==> config.mk <==
export PLATFORM = sky130hd
export DESIGN_NAME = serial_subtractor_8bit
export DESIGN_NICKNAME = d
export VERILOG_FILES = /design/src/rtl/serial_subtractor_8bit.sv
export SDC_FILE = /design/constraint.sdc
export NUM_CORES = 1
export LEC_CHECK = 0
export CORE_MARGIN = 3
export CORE_UTILIZATION = 55
export CTS_BUF_LIST = sky130_fd_sc_hd__clkbuf_4 sky130_fd_sc_hd__clkbuf_8
export DETAILED_ROUTE_END_ITERATION = 7
export PLACE_DENSITY = 0.82
export SKIP_LAST_GASP = 1
export SLEW_MARGIN = 20
export SYNTH_ARGS = -nofsm -noshare
export SYNTH_HDL_FRONTEND = slang
export SYNTH_SLANG_ARGS = --single-unit
==> constraint.sdc <==
create_clock -name clk -period 2.2 [get_ports clk]
set_clock_uncertainty 0.15 [all_clocks]
set_input_delay 0.55 -clock clk [delete_from_list [all_inputs] [get_ports clk]]
set_output_delay 0.55 -clock clk [all_outputs]
set_load 0.05 [all_outputs]
==> src/rtl/serial_subtractor_8bit.sv <==
// rtl/serial_subtractor_8bit.sv - bit-serial 8-bit subtractor, LSB first, with borrow/overflow/zero flags
module serial_subtractor_8bit (
   input  logic       clk,
   input  logic       rst_n,
   input  logic       start,
   input  logic [7:0] A,
   input  logic [7:0] B,
   output logic [7:0] Diff,
   output logic       Bout,
   output logic       Ovf,
   output logic       Zero,
   output logic       busy,
   output logic       done
);

   typedef enum logic [1:0] {
      IDLE = 2'd0,
      RUN  = 2'd1,
      DONE = 2'd2
   } state_t;

   state_t     state;
   logic [7:0] a_sr;
   logic [7:0] b_sr;
   logic [7:0] r_sr;
   logic       bw;
   logic [2:0] cnt;
   logic       a_msb;
   logic       b_msb;

   // one full-subtractor slice on the current LSBs
   logic       d_bit;
   logic       bw_next;
   logic [7:0] r_next;

   // combinational bit slice and the result word including this bit
   always_comb begin
      d_bit   = a_sr[0] ^ b_sr[0] ^ bw;
      bw_next = (~a_sr[0] & b_sr[0]) | (~(a_sr[0] ^ b_sr[0]) & bw);
      r_next  = {d_bit, r_sr[7:1]};
   end

   // control FSM, datapath shift registers and registered result flags
   always_ff @(posedge clk or negedge rst_n) begin
      if (!rst_n) begin
         state <= IDLE;
         a_sr  <= 8'h00;
         b_sr  <= 8'h00;
         r_sr  <= 8'h00;
         bw    <= 1'b0;
         cnt   <= 3'd0;
         a_msb <= 1'b0;
         b_msb <= 1'b0;
         Diff  <= 8'h00;
         Bout  <= 1'b0;
         Ovf   <= 1'b0;
         Zero  <= 1'b0;
         busy  <= 1'b0;
         done  <= 1'b0;
      end else begin
         case (state)
            IDLE: begin
               done <= 1'b0;
               if (start) begin
                  a_sr  <= A;
                  b_sr  <= B;
                  a_msb <= A[7];
                  b_msb <= B[7];
                  r_sr  <= 8'h00;
                  bw    <= 1'b0;
                  cnt   <= 3'd0;
                  busy  <= 1'b1;
                  state <= RUN;
               end
            end
            RUN: begin
               a_sr <= {1'b0, a_sr[7:1]};
               b_sr <= {1'b0, b_sr[7:1]};
               r_sr <= r_next;
               bw   <= bw_next;
               cnt  <= cnt + 3'd1;
               // bit 7 ends the run; the 3-bit counter never wraps into a 9th bit
               if (cnt == 3'd7) begin
                  Diff  <= r_next;
                  Bout  <= bw_next;
                  Ovf   <= (a_msb ^ b_msb) & (a_msb ^ d_bit);
                  Zero  <= (r_next == 8'h00);
                  busy  <= 1'b0;
                  done  <= 1'b1;
                  state <= DONE;
               end
            end
            DONE: begin
               // the exit edge of DONE doubles as the IDLE sampling edge so a
               // held start sustains one result every 9 cycles
               done <= 1'b0;
               if (start) begin
                  a_sr  <= A;
                  b_sr  <= B;
                  a_msb <= A[7];
                  b_msb <= B[7];
                  r_sr  <= 8'h00;
                  bw    <= 1'b0;
                  cnt   <= 3'd0;
                  busy  <= 1'b1;
                  state <= RUN;
               end else begin
                  state <= IDLE;
               end
            end
            default: begin
               busy  <= 1'b0;
               done  <= 1'b0;
               state <= IDLE;
            end
         endcase
      end
   end

endmodule

==> Word-level counts from Yosys, hierarchy flattened <==
Cells that the tools add are included.
{ "op_classes": {"muxes": 19, "add_sub_neg": 1, "n_reduce_logical": 9, "n_eq_ne": 6, "n_bitwise": 10} }
{ "op_table": {"columns": ["cell", "n"], "rows": [
  ["one-hot mux 8 bit (2 select lines)", 3],
  ["two-way mux 8 bit", 3],
  ["AND reduction 2 bit", 5],
  ["zero test 8 bit", 1],
  ["two-way mux 1 bit", 6],
  ["one-hot mux 2 bit (3 select lines)", 1],
  ["one-hot mux 3 bit (2 select lines)", 1],
  ["two-way mux 2 bit", 2],
  ["inequality test 2 bit (second input constant)", 2],
  ["one-hot mux 1 bit (2 select lines)", 2],
  ["bitwise XOR 1 bit", 4],
  ["adder 3 x 1 -> 3 bit (second input constant)", 1],
  ["AND 1 bit", 3],
  ["== test 3 bit (second input constant)", 1],
  ["two-way mux 3 bit", 1],
  ["== test 2 x 1 -> 1 bit (second input constant)", 1],
  ["== test 2 bit (second input constant)", 1],
  ["zero test 2 bit", 1],
  ["inequality test 2 x 1 -> 1 bit (second input constant)", 1],
  ["inverter 1 bit", 2],
  ["nonzero test 2 bit", 1],
  ["OR reduction 2 bit", 1],
  ["OR 1 bit", 1]
]} }
{ "totals": {"register_bits": 45, "out_inout_bits": 13, "in_bits": 19, "word_cells": 59} }

==> Depth between registers and ports, before layout <==
Gate-level depths: netlist (run 1).
{ "logic_depth": {"ltp_word": 5, "mapped_depth": 6, "ltp_nobuf": 5} }

==> Worst setup path after synthesis (run 1) <==
No wires, ideal clock.
{ "synth_path": {"kind": "flip-flop to flip-flop", "start": "reg cnt[0]", "end": "reg Diff[0]", "period_less_slack_ns": 1.650, "setup_ns": 0.125, "t_arrival_ns": 1.375, "n_path_buf": 1, "required_ns": 1.925, "setup_slack_ns": 0.550, "stages_incl_launch_ff": 6, "cell_sequence": "dfrtp_1 -> ha_1 -> ha_1 -> nand3b_2 -> buf_6 -> mux2_2"} }
{ "synth_between": {"elab_chain_len": 2} }
{ "synth_rtl": {"columns": ["element", "line", "source"], "rows": [
  ["from (decl)", "27", "logic [2:0] cnt;"],
  ["from (signal assigned)", "81", "cnt <= cnt + 3'd1;"],
  ["== test 3 bit", "83", "if (cnt == 3'd7) begin"],
  ["AND reduction 2 bit (no source line)", null, null],
  ["to (signal assigned)", "84", "Diff <= r_next;"],
  ["to (decl)", "8", "output logic [7:0] Diff,"]
]} }
No other way between the ends.
A chain may end at the register's enable or synchronous reset.

==> Worst setup path after layout (run 1) <==
{ "layout_path": {"start": "reg Diff[6]", "end": "out Diff[6]"} }
No word-level cell between the ends.

==> results.py, run 1 <==
metrics = {
    "final_layout": {
        "layout-drive-gt1-share_pct": 33.91,
        "syn2layout_area_growth_pct": 18.91,
        "final_cells": 220,
        "layout.nets": 196,
        "antenna_cells": 0,
        "fin_area_mm2": 0.002369,
    },
    "detailed_routing": {
        "vias_per_cell": 5.318,
        "wl_per_cell_um": 14.72,
        "drt-total-wl_um": 3239,
        "drc_errors": 0,
        "drtIter0Drc": 66,
        "antenna_left": 0,
        "dr_total_vias": 1170,
        "first_pass_iters": 4,
    },
    "synthesis": {
        "yosys.area_share.simple_pct": 6.470,
        "yosysSeqAreaShare_pct": 55.28,
        "syn_area_mm2": 0.001992,
        "synth_top_family_by_area": "multiplexers",
        "syn_inst": 138,
        "ys_warn_count": 0,
        "synth-seq-cells": 44,
        "synth_fp_nets": 161,
        "synth_fa_ha_area_share_pct": 3.266,
        "synth.mux.area_fraction_pct": 24.12,
        "synth_xor_area_share_pct": 0,
        "avgSynthCellArea_um2": 14.43,
        "synth_cell_type_count": 26,
        "synth-compound-area-share_pct": 6.533,
    },
    "global_routing": {
        "grt_pass1_vias": 1210,
        "gr-total-overflow": 0,
        "grt_usage_pct": 17.22,
        "grt_pass1_wl_um": 5651,
        "antenna_found_initial": 0,
        "grt_max_degree": 45,
    },
    "floorplanning": {
        "die_h_um": 66.18,
        "dieArea_mm2": 0.004380,
        "core_mm2": 0.003416,
        "pin_count": 32,
        "start_util_pct": 58.32,
        "die_w_um": 66.18,
        "rows": 21,
    },
    "placed_design": {
        "place_congestion": 0.7582,
        "dpl_cell_area_mm2": 0.002296,
        "placedCellCount": 212,
        "dp_hpwl_um": 2336,
        "portBuffers": 31,
    },
    "timing": {
        "finalSetupTns_ns": 0,
        "rsz0062_at_grt": "false",
        "drv_slew": 0,
        "worstMarginPinSlew_ns": 0.5481,
        "finalHoldViolations": 0,
        "hold_slack_ns": 0.09931,
        "fin_crit_sh_pct": 88.22,
        "finalSetupViolCount": 0,
        "period_minus_slack_ns": 1.941,
        "fmax_mhz": 515.3,
        "slew_headroom_pct": 63.46,
    },
    "setup_path": {
        "max_stage_delay_ns": 0.53,
        "worstPathRequired_ns": 1.50,
        "crit-reg2reg-launch": "cnt[0]",
        "r2r_end": "Diff[6]",
        "rr_worst_depth": 4,
        "path_depth": 1,
        "critical_path_buf_inv_count": 1,
        "critical_path_class": "reg2out",
        "end_kind": "primary output",
        "cp-start-kind": "register",
        "reg2reg_slack_ns": 0.45,
        "path_cells": "dlygate4sd2_1",
        "cpMaxStageDelayCell": "dlygate4sd2_1",
        "cp_max_fo": 2,
        "critPathTopFamily": "buffers and inverters",
        "cp.arrival_ns": 1.24,
    },
    "power": {
        "power.total_mw": 3.715,
        "p_leak_nw": 1.140,
        "power_density_mw_per_mm2": 1568,
        "ir_drop_uv": 798.3,
    },
    "clock_tree": {
        "htreeDepth": 2,
        "postCtsHoldBufs": 0,
        "clockRootBuffer": "clkbuf_4",
        "clock-sinks": 44,
        "cts_tree": "built",
        "cts_buffers": 5,
        "postCtsSetupRepairBufs": 0,
        "insertion_delay_ns": 0.35,
        "cts_buffer_depth": 2,
        "path_clk_slew_ns": 0.12,
        "cts_resized": 6,
    },
    "min_path": {
        "min_path_type": "in2async",
    },
    "run_status": {
        "run_status": "finished, final reports clean",
    },
    "flow_run": {
        "maxCapViolCount": 0,
    },
}
metal layers:
layer	vias to the layer above	global-route usage (%)	wire (um)
met5	-	0	0
met4	0	4.569	40
met3	5	6.122	165
met2	30	27.76	1559
met1	572	22.01	1473
li1	563	-	-
logic make-up after synthesis:
group / after synthesis
fa+ha+maj: 4
mux: 41
flops: 44
buf+inv: 11
simple gates: 20
compound gates: 18
where the power goes:
part,total [mW],internal (mW),switching [mW]
sequential,1.42,1.18,0.247
combinational,1.80,0.866,0.930
clock,0.496,0.251,0.245
how the worst max path moves through the flow:
stage | end | slack (ns) | start
detailed placement | a_sr[0] | 0.02 | start
global route | Diff[6] | 0.16 | Diff[6]
floorplan | Diff[0] | 0.55 | cnt[0]
global placement | b_sr[0] | 0.07 | start
finish | Diff[6] | 0.26 | Diff[6]
CTS | Diff[6] | 0.23 | Diff[6]
cell usage after synthesis, drive strengths merged:
library cell  instances  area, um2
dfrtp                44       1101
mux2                 35      420.4
a22o                  8      70.07
buf                   7      71.32
mux2i                 6      60.06
nor2                  6      38.79
o21ai                 6      30.03
nand2                 5      18.77
inv                   4      15.01
fa                    2      40.04
ha                    2      25.02
nand3                 2      10.01
nor4                  2      12.51
o2bb2ai               2      17.52
a21o                  1      7.510
a21oi                 1      5.000
and2b                 1      8.760
and3b                 1      8.760
nand2b                1      6.260
nand3b                1      11.26
nor2b                 1      13.76
cell usage in the layout, fill, tap and decap left out:
cell type,instances
fa_1,2
inv_1,4
nor2b_4,1
dfrtp_1,44
nor2_8,1
nand2_1,5
mux2_2,28
a22o_1,8
o21ai_0,6
clkinv_2,1
clkbuf_4,6
nor2_1,5
nand2b_1,1
buf_2,1
o2bb2ai_1,2
clkdlybuf4s50_1,17
bufinv_16,1
buf_4,11
and2b_2,1
mux2i_1,6
nand3b_2,1
and3b_1,1
nand3_1,2
nor4_1,2
ha_1,2
dlygate4sd2_1,6
a21oi_1,1
mux2_4,7
a21o_1,1
flip-flops by register name, indices dropped and copies added, names as in the netlist:
register,count
done,1
b_msb,1
Zero,1
busy,1
a_msb,1
b_sr,8
cnt,3
Bout,1
r_sr,7
Diff,8
bw,1
Ovf,1
a_sr,8
state,2
final cells by class:
class | instances | area, um2
clock buffers | 6 | 45.04
multi-input cells | 83 | 804.5
inverters | 4 | 15.01
well taps | 46 | 57.56
fillers | 244 | 1047
clock inverters | 2 | 35.03
repair buffers | 35 | 310.3
flip-flops and latches | 44 | 1101
metrics by stage:
step	worst slack [ns]	util, %
2_1_floorplan	0.5505	-
3_3_place_gp	0.06818	67.22
4_1_cts	0.2264	69.34
6_report	0.2592	69.34
5_1_grt	0.1639	69.34
3_5_place_dp	0.01563	67.22
Note: power is estimated with default switching activity, not from simulation.
==> run 2, diff against run 1 <==
Settings changed: CORE_MARGIN 3 to not set.
==> run 2 against run 1 <==
  * Total power shrank 3.4%
  * Cell count shrank 0.45%
  * Critical path depth is the same
  * Global-route usage grew 2.0 points
  * Setup slack gained 0.0013 ns
  * Register-to-register slack lost 0.03 ns
  * Die area shrank 12%
  * Design area shrank 1.2%
  * Clock-buffer cell count is the same
  * Sequential share of layout area grew 0.55 points
  * Hold slack gained 0.0077 ns
  * Combinational power is essentially flat
  * Critical path type unchanged
  * Critical endpoint unchanged
==> results.py, run 2 (synthesis gave the netlist of run 1 again) <==
metrics = {
    "run_status": {
        "run_status": "finished, final reports clean",
    },
    "final_layout": {
        "top_regs": "Diff x8, a_sr x8, b_sr x8",
        "fillCellCount": 270,
        "final_cell_mix": "dfrtp_1 (44), mux2_2 (28), clkdlybuf4s50_1 (17), buf_4 (9)",
        "fin_util_pct": 68.53,
        "syn2layout_area_growth_pct": 17.53,
        "final_cells": 219,
        "final_common_cell": "dfrtp_1",
        "layout-drive-gt1-share_pct": 32.37,
        "antenna_cells": 0,
        "final-seq-area_mm2": 0.001101,
        "layout.nets": 196,
        "multi_input_area_um2": 804.5,
    },
    "setup_path": {
        "end_kind": "primary output",
        "endpoint": "Diff[6]",
        "rr_worst_depth": 4,
        "path_depth": 1,
        "crit_path_start": "Diff[6]",
        "cp.arrival_ns": 1.24,
        "critical_path_buf_inv_count": 1,
        "path_cells": "dlygate4sd2_1",
        "cp-start-kind": "register",
        "cpMaxStageDelayCell": "dlygate4sd2_1",
        "reg2reg_slack_ns": 0.42,
        "crit-reg2reg-launch": "cnt[0]",
        "critical_path_class": "reg2out",
        "max_stage_delay_ns": 0.53,
        "cp_max_fo": 2,
        "critPathTopFamily": "buffers and inverters",
        "worstPathRequired_ns": 1.50,
        "r2r_end": "Diff[0]",
    },
    "clock_tree": {
        "htreeDepth": 2,
        "postCtsHoldBufs": 0,
        "clockRootBuffer": "clkbuf_4",
        "cts_tree": "built",
        "cts_buffers": 5,
        "clock-sinks": 44,
        "cts_buffer_depth": 2,
        "path_clk_slew_ns": 0.12,
        "insertion_delay_ns": 0.34,
    },
    "global_routing": {
        "antenna_found_initial": 0,
        "grt_usage_pct": 19.25,
        "grt_pass1_wl_um": 5664,
        "grt_max_degree": 45,
        "grt_pass1_vias": 1181,
        "gr-total-overflow": 0,
    },
    "timing": {
        "period_minus_slack_ns": 1.939,
        "slew_headroom_pct": 63.96,
        "fmax_mhz": 515.6,
        "fin_crit_sh_pct": 88.16,
        "rsz0062_at_grt": "false",
        "finalSetupViolCount": 0,
        "drv_slew": 0,
        "finalSetupTns_ns": 0,
        "finalHoldViolations": 0,
        "worstMarginPinSlew_ns": 0.5406,
    },
    "placed_design": {
        "placedCellCount": 212,
        "place_congestion": 0.7351,
        "dp_hpwl_um": 2386,
        "portBuffers": 31,
    },
    "floorplanning": {
        "die_w_um": 62.18,
        "dieArea_mm2": 0.003866,
        "start_util_pct": 58.32,
        "core_mm2": 0.003416,
        "die_h_um": 62.18,
        "rows": 21,
        "pin_count": 32,
    },
    "power": {
        "power_density_mw_per_mm2": 1532,
        "ir_drop_uv": 671.0,
        "switching_share_pct": 39.50,
        "p_switching_mw": 1.417,
        "clkPwrFrac_pct": 10.1,
        "power.internal_mw": 2.170,
        "p_leak_nw": 1.129,
        "comb_power_share_pct": 50.0,
        "seq_power_share_pct": 39.9,
    },
    "detailed_routing": {
        "drt-total-wl_um": 3251,
        "first_pass_iters": 4,
        "antenna_left": 0,
        "vias_per_cell": 5.274,
        "drtIter0Drc": 42,
        "wl_per_cell_um": 14.84,
        "drc_errors": 0,
        "dr_total_vias": 1155,
    },
    "min_path": {
        "min_path_type": "in2async",
    },
    "flow_run": {
        "maxCapViolCount": 0,
    },
}
[run 2: through the flow]
stage	worst slack, ns	area, um2	hold slack [ns]	total power, mW
6_report	0.2605	2341	0.1070	3.587
5_1_grt	0.1885	2341	0.1396	3.839
4_1_cts	0.2443	2341	0.1265	3.624
3_5_place_dp	0.007060	2301	0.3326	3.314
3_3_place_gp	0.06841	2301	0.3120	3.222
2_1_floorplan	0.5505	1992	0.1044	2.906
[run 2: routing by layer]
metal / up-vias / GRT usage (%) / part of all wire, %
met4: 0 / 8.721 / 1.4
met2: 26 / 30.77 / 50
met3: 5 / 4.596 / 3.4
li1: 555 / - / -
met1: 569 / 24.97 / 45
met5: - / 0 / 0
[run 2: layout make-up]
class,count,area share [%]
clock inverter,1,0.2138
multi-input combinational,83,34.37
tap,46,2.459
sequential,44,47.03
inverter,4,0.6414
clock buffer,6,1.924
timing repair buffer,35,13.36
[run 2: worst min-delay path by stage]
stage	start	endpoint	depth (start not counted)
global route	rst_n	Diff[6]	2
global placement	Zero	Zero	2
finish	rst_n	done	2
floorplan	rst_n	Bout	0
CTS	rst_n	Diff[6]	2
detailed placement	Zero	Zero	2
[run 2: timing repair]
action	4_1_cts	5_1_grt
resized for setup	8	0
setup buffers	0	0
hold endpoints to repair	0	0
setup endpoints to repair	8	0
[run 2: power by group through the flow]
stage | clock (mW) | combinational, mW | sequential, mW
after detailed placement | 0 | 1.86 | 1.45
after CTS | 0.373 | 1.82 | 1.43
after global routing | 0.419 | 1.94 | 1.48
final | 0.363 | 1.79 | 1.43
after global placement | 0 | 1.80 | 1.42
after floorplan | 0 | 1.18 | 1.72
